### config.mk
export PLATFORM = sky130hd
export DESIGN_NAME = router_fsm_nch
export DESIGN_NICKNAME = d
export VERILOG_FILES = /design/src/rtl/router_pkg.sv /design/src/rtl/router_wait_timer.sv /design/src/rtl/router_fsm_nch.sv
export SDC_FILE = /design/constraint.sdc
export NUM_CORES = 1
export LEC_CHECK = 0
export CAP_MARGIN = 20
export CELL_PAD_IN_SITES_DETAIL_PLACEMENT = 2
export CELL_PAD_IN_SITES_GLOBAL_PLACEMENT = 2
export CORE_ASPECT_RATIO = 1.2
export CORE_UTILIZATION = 27
export CTS_BUF_LIST = sky130_fd_sc_hd__clkbuf_16
export DETAILED_ROUTE_END_ITERATION = 12
export GPL_TIMING_DRIVEN = 0
export MAX_ROUTING_LAYER = met4
export PLACE_DENSITY_LB_ADDON = 0.2
export SLEW_MARGIN = 20
export SYNTH_ARGS = -nofsm -noshare
export SYNTH_HDL_FRONTEND = slang
export SYNTH_SLANG_ARGS = --single-unit
### constraint.sdc
create_clock -name clk -period 3.11 [get_ports clk]
set_input_delay 0.622 -clock clk [delete_from_list [all_inputs] [get_ports clk]]
set_output_delay 0.622 -clock clk [all_outputs]
set_load 0.1 [all_outputs]
### src/rtl/router_pkg.sv
// router_pkg: shared state encoding, default sizes and timeout width helper for the 1xN router FSM
package router_pkg;
  localparam int DEF_NUM_CH = 3;
  localparam int DEF_ADDR_W = 2;
  localparam int DEF_WAIT_TIMEOUT = 32;
  typedef enum logic [3:0] {
    DECODE_ADDRESS     = 4'd0,
    WAIT_TILL_EMPTY    = 4'd1,
    LOAD_FIRST_DATA    = 4'd2,
    LOAD_DATA          = 4'd3,
    FIFO_FULL_STATE    = 4'd4,
    LOAD_AFTER_FULL    = 4'd5,
    LOAD_PARITY        = 4'd6,
    CHECK_PARITY_ERROR = 4'd7,
    DROP_PACKET        = 4'd8
  } state_t;
  function automatic int to_width(input int t);
    return (t < 2) ? 1 : $clog2(t + 1);
  endfunction
endpackage

### src/rtl/router_wait_timer.sv
// router_wait_timer: up-counter with clear and enable that saturates at a terminal value
module router_wait_timer #(
  parameter int W = 6
) (
  input  logic         clk,
  input  logic         resetn,
  input  logic         clr,
  input  logic         en,
  input  logic [W-1:0] term_val,
  output logic         term
);
  logic [W-1:0] count;
  assign term = count == term_val;
  // count while enabled, hold at the terminal value, restart on clear
  always_ff @(posedge clk or negedge resetn) begin
    if (!resetn) count <= '0;
    else if (clr) count <= '0;
    else if (en && !term) count <= count + 1'b1;
  end
endmodule

### src/rtl/router_fsm_nch.sv
// router_fsm_nch: 1xN router control FSM with invalid-address drop and wait timeout
module router_fsm_nch import router_pkg::*; #(
  parameter int NUM_CH       = DEF_NUM_CH,
  parameter int ADDR_W       = DEF_ADDR_W,
  parameter int WAIT_TIMEOUT = DEF_WAIT_TIMEOUT,
  parameter int TO_W         = to_width(DEF_WAIT_TIMEOUT)
) (
  input  logic              clk,
  input  logic              resetn,
  input  logic              packet_valid,
  input  logic [ADDR_W-1:0] data_in,
  input  logic              fifo_full,
  input  logic [NUM_CH-1:0] fifo_empty,
  input  logic [NUM_CH-1:0] soft_reset,
  input  logic              parity_done,
  input  logic              low_packet_valid,
  output logic              write_enb_reg,
  output logic              detect_add,
  output logic              ld_state,
  output logic              laf_state,
  output logic              lfd_state,
  output logic              full_state,
  output logic              rst_int_reg,
  output logic              busy,
  output logic              drop_state,
  output logic              pkt_drop,
  output logic [NUM_CH-1:0] sel,
  output logic [3:0]        present_state
);
  localparam int NA = 2 ** ADDR_W;
  state_t st, nx;
  logic [ADDR_W-1:0] addr_q;
  logic [NA-1:0] emp_x, sr_x;
  logic bad_addr, term, timeout, idle;
  assign emp_x    = NA'(fifo_empty);
  assign sr_x     = NA'(soft_reset);
  assign bad_addr = {1'b0, data_in} >= (ADDR_W + 1)'(NUM_CH);
  assign timeout  = (WAIT_TIMEOUT != 0) && term;
  assign idle     = st == DECODE_ADDRESS || st == DROP_PACKET;
  router_wait_timer #(.W(TO_W)) u_timer (
    .clk      (clk),
    .resetn   (resetn),
    .clr      (st != WAIT_TILL_EMPTY),
    .en       (1'b1),
    .term_val (TO_W'(WAIT_TIMEOUT - 1)),
    .term     (term)
  );
  // next-state logic; a soft reset of the selected channel overrides every transition
  always_comb begin
    nx = st;
    case (st)
      DECODE_ADDRESS:     if (packet_valid) nx = bad_addr ? DROP_PACKET : emp_x[data_in] ? LOAD_FIRST_DATA : WAIT_TILL_EMPTY;
      WAIT_TILL_EMPTY:    nx = emp_x[addr_q] ? LOAD_FIRST_DATA : timeout ? DROP_PACKET : WAIT_TILL_EMPTY;
      LOAD_FIRST_DATA:    nx = LOAD_DATA;
      LOAD_DATA:          nx = fifo_full ? FIFO_FULL_STATE : !packet_valid ? LOAD_PARITY : LOAD_DATA;
      FIFO_FULL_STATE:    nx = fifo_full ? FIFO_FULL_STATE : LOAD_AFTER_FULL;
      LOAD_AFTER_FULL:    nx = parity_done ? DECODE_ADDRESS : low_packet_valid ? LOAD_PARITY : LOAD_DATA;
      LOAD_PARITY:        nx = CHECK_PARITY_ERROR;
      CHECK_PARITY_ERROR: nx = fifo_full ? FIFO_FULL_STATE : DECODE_ADDRESS;
      DROP_PACKET:        nx = packet_valid ? DROP_PACKET : DECODE_ADDRESS;
      default:            nx = DECODE_ADDRESS;
    endcase
    if (!idle && sr_x[addr_q]) nx = DECODE_ADDRESS;
  end
  // state register, header address latch and drop-entry pulse
  always_ff @(posedge clk or negedge resetn) begin
    if (!resetn) begin
      st       <= DECODE_ADDRESS;
      addr_q   <= '0;
      pkt_drop <= 1'b0;
    end else begin
      st       <= nx;
      pkt_drop <= nx == DROP_PACKET && st != DROP_PACKET;
      if (st == DECODE_ADDRESS && packet_valid) addr_q <= data_in;
    end
  end
  assign write_enb_reg = st == LOAD_DATA || st == LOAD_PARITY || st == LOAD_AFTER_FULL;
  assign detect_add    = st == DECODE_ADDRESS;
  assign ld_state      = st == LOAD_DATA;
  assign laf_state     = st == LOAD_AFTER_FULL;
  assign lfd_state     = st == LOAD_FIRST_DATA;
  assign full_state    = st == FIFO_FULL_STATE;
  assign rst_int_reg   = st == CHECK_PARITY_ERROR;
  assign drop_state    = st == DROP_PACKET;
  assign busy          = !(idle || st == LOAD_DATA);
  assign sel           = idle ? '0 : NUM_CH'(1) << addr_q;
  assign present_state = st;
endmodule

Yosys cells after proc, flatten, opt, wreduce, memory -nomap -nowiden
Index checks and enable logic that the tools add are counted.
{"block": "op_classes", "addsub": 1, "order_cmp": 3, "n_eq_ne": 13, "n_shift": 1, "n_mux": 23, "n_reduce_logical": 10}
{"op": "$pmux W4 S9", "count": 1}
{"op": "$mux W4", "count": 6}
{"op": "$mux W3", "count": 6}
{"op": "$eq A4 B3 Y1 const B", "count": 4}
{"op": "$mux W6", "count": 2}
{"op": "$eq A4 B2 Y1 const B", "count": 2}
{"op": "$eq A4 B4 Y1 const B", "count": 2}
{"op": "$add A6 B1 Y6 const B", "count": 1}
{"op": "$bmux W1 S2", "count": 3}
{"op": "$eq A6 B5 Y1 const B", "count": 1}
{"op": "$lt A2 B3 Y1 const B", "count": 2}
{"op": "$eq A4 B1 Y1 const B", "count": 1}
{"op": "$logic_not A4 Y1", "count": 1}
{"op": "$logic_or A1 B1 Y1", "count": 4}
{"op": "$mux W1", "count": 4}
{"op": "$ne A4 B1 Y1 const B", "count": 1}
{"op": "$ne A4 B4 Y1 const B", "count": 1}
{"op": "$logic_and A1 B1 Y1", "count": 3}
{"op": "$shl A1 B2 Y3 const A", "count": 1}
{"op": "$ge A2 B2 Y1 const B", "count": 1}
{"op": "$logic_not A1 Y1", "count": 2}
{"op": "$mux W2", "count": 1}
{"op": "$ne A2 B1 Y1 const B", "count": 1}
{"block": "word_totals", "register_bits": 13, "input_bits": 14, "output_inout_bits": 17, "word_cells": 55}

Depth between registers and ports, before layout
{"block": "depth", "word_depth": 9, "mapped_depth": 6, "mapped_depth_nobuf": 5}

Cells and area by module
From an unflattened synthesis, not the netlist that was laid out.
{"block": "hier_totals", "cells_unflattened": 119, "area_unflattened_um2": 1047.3}
{"module": "router_fsm_nch", "n_inst": 1, "cells_per_inst": 78, "area_each_um2": 650.6, "seq_area_each_um2": 175.2}
{"module": "router_wait_timer", "n_inst": 1, "cells_per_inst": 41, "area_each_um2": 396.6, "seq_area_each_um2": 150.1}

Worst setup path after synthesis
OpenSTA, ideal clock, no wires.
{"block": "synth_path", "path_kind": "register -> output", "startpoint": "register st[1], in the netlist present_state[1]", "endpoint": "output busy", "arrival_ns": 4.691, "slack_ns": -2.203, "path_stages_with_launch": 5, "path_cell_list": "dfrtp_1 > buf_2 > nand2_1 > nor3_1 > nor2_1"}
{"block": "synth_via", "elab_cells_between_ends": 6}
{"item": "from (decl)", "line": "router_fsm_nch.sv:31", "source": "state_t st, nx;"}
{"item": "from (signal assigned)", "line": "router_fsm_nch.sv:72", "source": "st <= nx;"}
{"item": "$eq A4 B2 Y1"}
{"item": "named net ld_state", "line": "router_fsm_nch.sv:19", "source": "output logic ld_state,"}
{"item": "$logic_or A1 B1 Y1", "line": "router_fsm_nch.sv:85", "source": "assign busy = !(idle || st == LOAD_DATA);"}
{"item": "$logic_not A1 Y1", "line": "router_fsm_nch.sv:85"}
{"item": "to (decl)", "line": "router_fsm_nch.sv:24", "source": "output logic busy,"}
The timed path passes the listed nets, and every way through them passes these cells.

Worst setup path after layout
{"block": "layout_path", "startpoint": "register st[2], in the netlist present_state[2]", "endpoint": "output lfd_state"}
{"block": "layout_via", "elab_chain_cells": 1}
{"item": "$eq A4 B2 Y1", "line": "router_fsm_nch.sv:81", "source": "assign lfd_state = st == LOAD_FIRST_DATA;"}
{"item": "to (decl)", "line": "router_fsm_nch.sv:21", "source": "output logic lfd_state,"}
No other way between the ends.

==> impl_metrics.tcl <==
set metrics [dict create \
    synth_cells 103 \
    slew_viol_final 0 \
    syn_nets 118 \
    synth.top_cells.by_area "dfrtp_1 (36%), nor3_1 (5.6%), nor2_1 (5.4%)" \
    finalSetupViolations 0 \
    nNetsFinal 153 \
    cts_buffer_depth 2 \
    instances_no_fill 173 \
    wirelength_um 2930 \
    fin_util_pct 45.2 \
    die_y_um 65.2 \
    grt_remaining_overflow 0 \
    core-area_um2 3110 \
    cts_root_buffer "clkbuf_16" \
    postRouteAntennaNets 0 \
    dr.first_iter.drc_count 9 \
    dr.pass1.iters 5 \
    htreeDepth 1 \
    n_fill_cell 335 \
    crit_fanout 10 \
    gp_congestion 0.752 \
    worst_slack_ps 94.7 \
    portBuffers 30 \
    async_flop_share_pct 100 \
    num_vias 916 \
    grt_util_all_layers_pct 19.1 \
    cp_data_required_time_ps 2490 \
    end_kind "output pin" \
    finalClockSkew_ps 5.04 \
    numCtsBuffers 3 \
    clk_latency_ps 240 \
    finalCritPeriodShare_pct 97.0 \
    clock-sinks 13 \
    synth_area_per_cell_um2 8.73 \
    ys_warn_count 0 \
    startpoint "present_state[2]" \
    post-place-ws_ps -160 \
    grt_max_degree 14 \
    wire_per_inst_um 16.9 \
    vias_per_cell 5.29 \
    syn_area_um2 900 \
    rsz0062_at_grt "false" \
    start_util_pct 28.9 \
    fmax_mhz 332 \
    die-area_um2 3570 \
    seq_area_frac_synth_pct 36.2 \
    tightest_slew_ps 974 \
    insertedDiodeCount 0 \
    yosysUniqueCellTypes 40 \
    multi_input_area_um2 616 \
    synth_area_leader_cell "dfrtp_1" \
    hold_viol_final 0 \
    ios 31 \
    outcome "finished clean" \
    synth.top_cell.area_share_pct 36.2 \
    antenna_found_initial 0 \
    synthFlopType "dfrtp_1" \
    clkTransAtPathRegs_ps 50 \
    synth_edf_count 0 \
    register_area_um2 325 \
    grt_pass1_vias 979 \
    slew_headroom_pct 34.9 \
    placementRows 22 \
    drv_cap 0 \
    fp.dieW_um 54.7 \
    reg2reg_from "present_state[1]" \
    drc 0 \
    dp_cells 169 \
    ys_ff_latch 13 \
    cts_tree "yes" \
    hp-class "flip-flop to flip-flop" \
    synthTopCellsByCount "dfrtp_1 (13), nor2_1 (13), nor3_1 (10)" \
    cts_setup_buffers 0 \
    cp_data_arrival_time_ps 2390 \
    period_needed_ps 3020 \
    worstHoldStart "u_timer.count[2]" \
    grt_pass1_wl_um 4890 \
    area_growth_pct 56.3 \
    start_kind "flip-flop" \
    dpl.hpwl_um 2300 \
    drive_gt1_share_pct 21.2 \
    cts_hold_buf 0 \
    crit_type "flip-flop to output pin" \
]
[final cells by class]
cell class / instances / share of cell area (%)
Inverter: 4 / 1.07
Tap cell: 36 / 3.20
Buffer: 5 / 2.14
Timing Repair Buffer: 30 / 21.0
Clock buffer: 3 / 5.34
Clock inverter: 1 / 0.356
Multi-Input combinational cell: 81 / 43.8
Sequential cell: 13 / 23.1
[sequential cells by signal (all words and copies together) (netlist names)]
register	cells
u_timer.count	6
pkt_drop	1
addr_q	2
present_state	4
[worst paths after layout]
path,depth (start not counted),slack [ps],end
worst min-delay path,1,520,u_timer.count[2]
max in group asynchronous,1,1990,addr_q[0]
worst min register to register,1,520,u_timer.count[2]
worst max-delay path,3,90,lfd_state
min in group asynchronous,1,750,u_timer.count[0]
worst max register to register,5,1140,pkt_drop
[critical path, cell delays in order (launching register included)]
cell	delay (ps)
dfrtp_1	460
clkbuf_1	310
nor3_2	230
clkdlybuf4s50_1	1150
[logic make-up after synthesis]
group           after synthesis  synth area share [%]
simple gates                 50                  31.7
compound gates               22                  16.7
flops                        13                  36.2
buf+inv                       9                  5.01
mux                           6                  7.09
xor+xnor                      2                  1.95
fa+ha+maj                     1                  1.39
[what timing repair did]
item	in CTS	in global routing
resized for setup	9	4
endpoints found under the hold margin	0	0
endpoints found under the setup margin	7	3
pin swaps	0	0
[metal layers]
| metal | vias up | global-route usage (%) | wire length (um) |
|---|---|---|---|
| li1 | 443 | - | - |
| met1 | 457 | 24.2 | 1250 |
| met2 | 14 | 31.9 | 1600 |
| met3 | 2 | 2.78 | 68 |
| met4 | 0 | 2.88 | 8 |
| met5 | - | - | 0 |
[stage by stage]
stage	area (um^2)	hold WS [ps]	TNS [ps]
final	1410	516	0
after global routing	1410	546	0
after CTS	1410	520	0
after detailed placement	1330	509	-160
after global placement	1330	507	-1770
after floorplan	981	326	-1310
[placed cells by master, fill, tap and decap left out, drive strengths merged, types with 2 or more instances in the layout]
| master | netlist | final |
|---|---|---|
| nand3 | 4 | 4 |
| clkbuf | 1 | 5 |
| nand2 | 7 | 7 |
| clkdlybuf4s50 | 0 | 21 |
| a31oi | 6 | 6 |
| dfrtp | 13 | 13 |
| nor3 | 10 | 10 |
| nor3b | 2 | 2 |
| inv | 4 | 4 |
| buf | 4 | 4 |
| nand3b | 2 | 2 |
| dlygate4sd2 | 0 | 5 |
| nor2 | 13 | 13 |
| and3b | 2 | 2 |
| a211oi | 2 | 2 |
| mux2i | 3 | 3 |
| nor4 | 2 | 2 |
| dlymetal6s2s | 0 | 2 |
| a21oi | 2 | 2 |
| mux2 | 3 | 3 |
| o21ai | 4 | 4 |
Power is not shown: default switching activity piles up to over one toggle a cycle in this logic, so the estimate is an artifact.
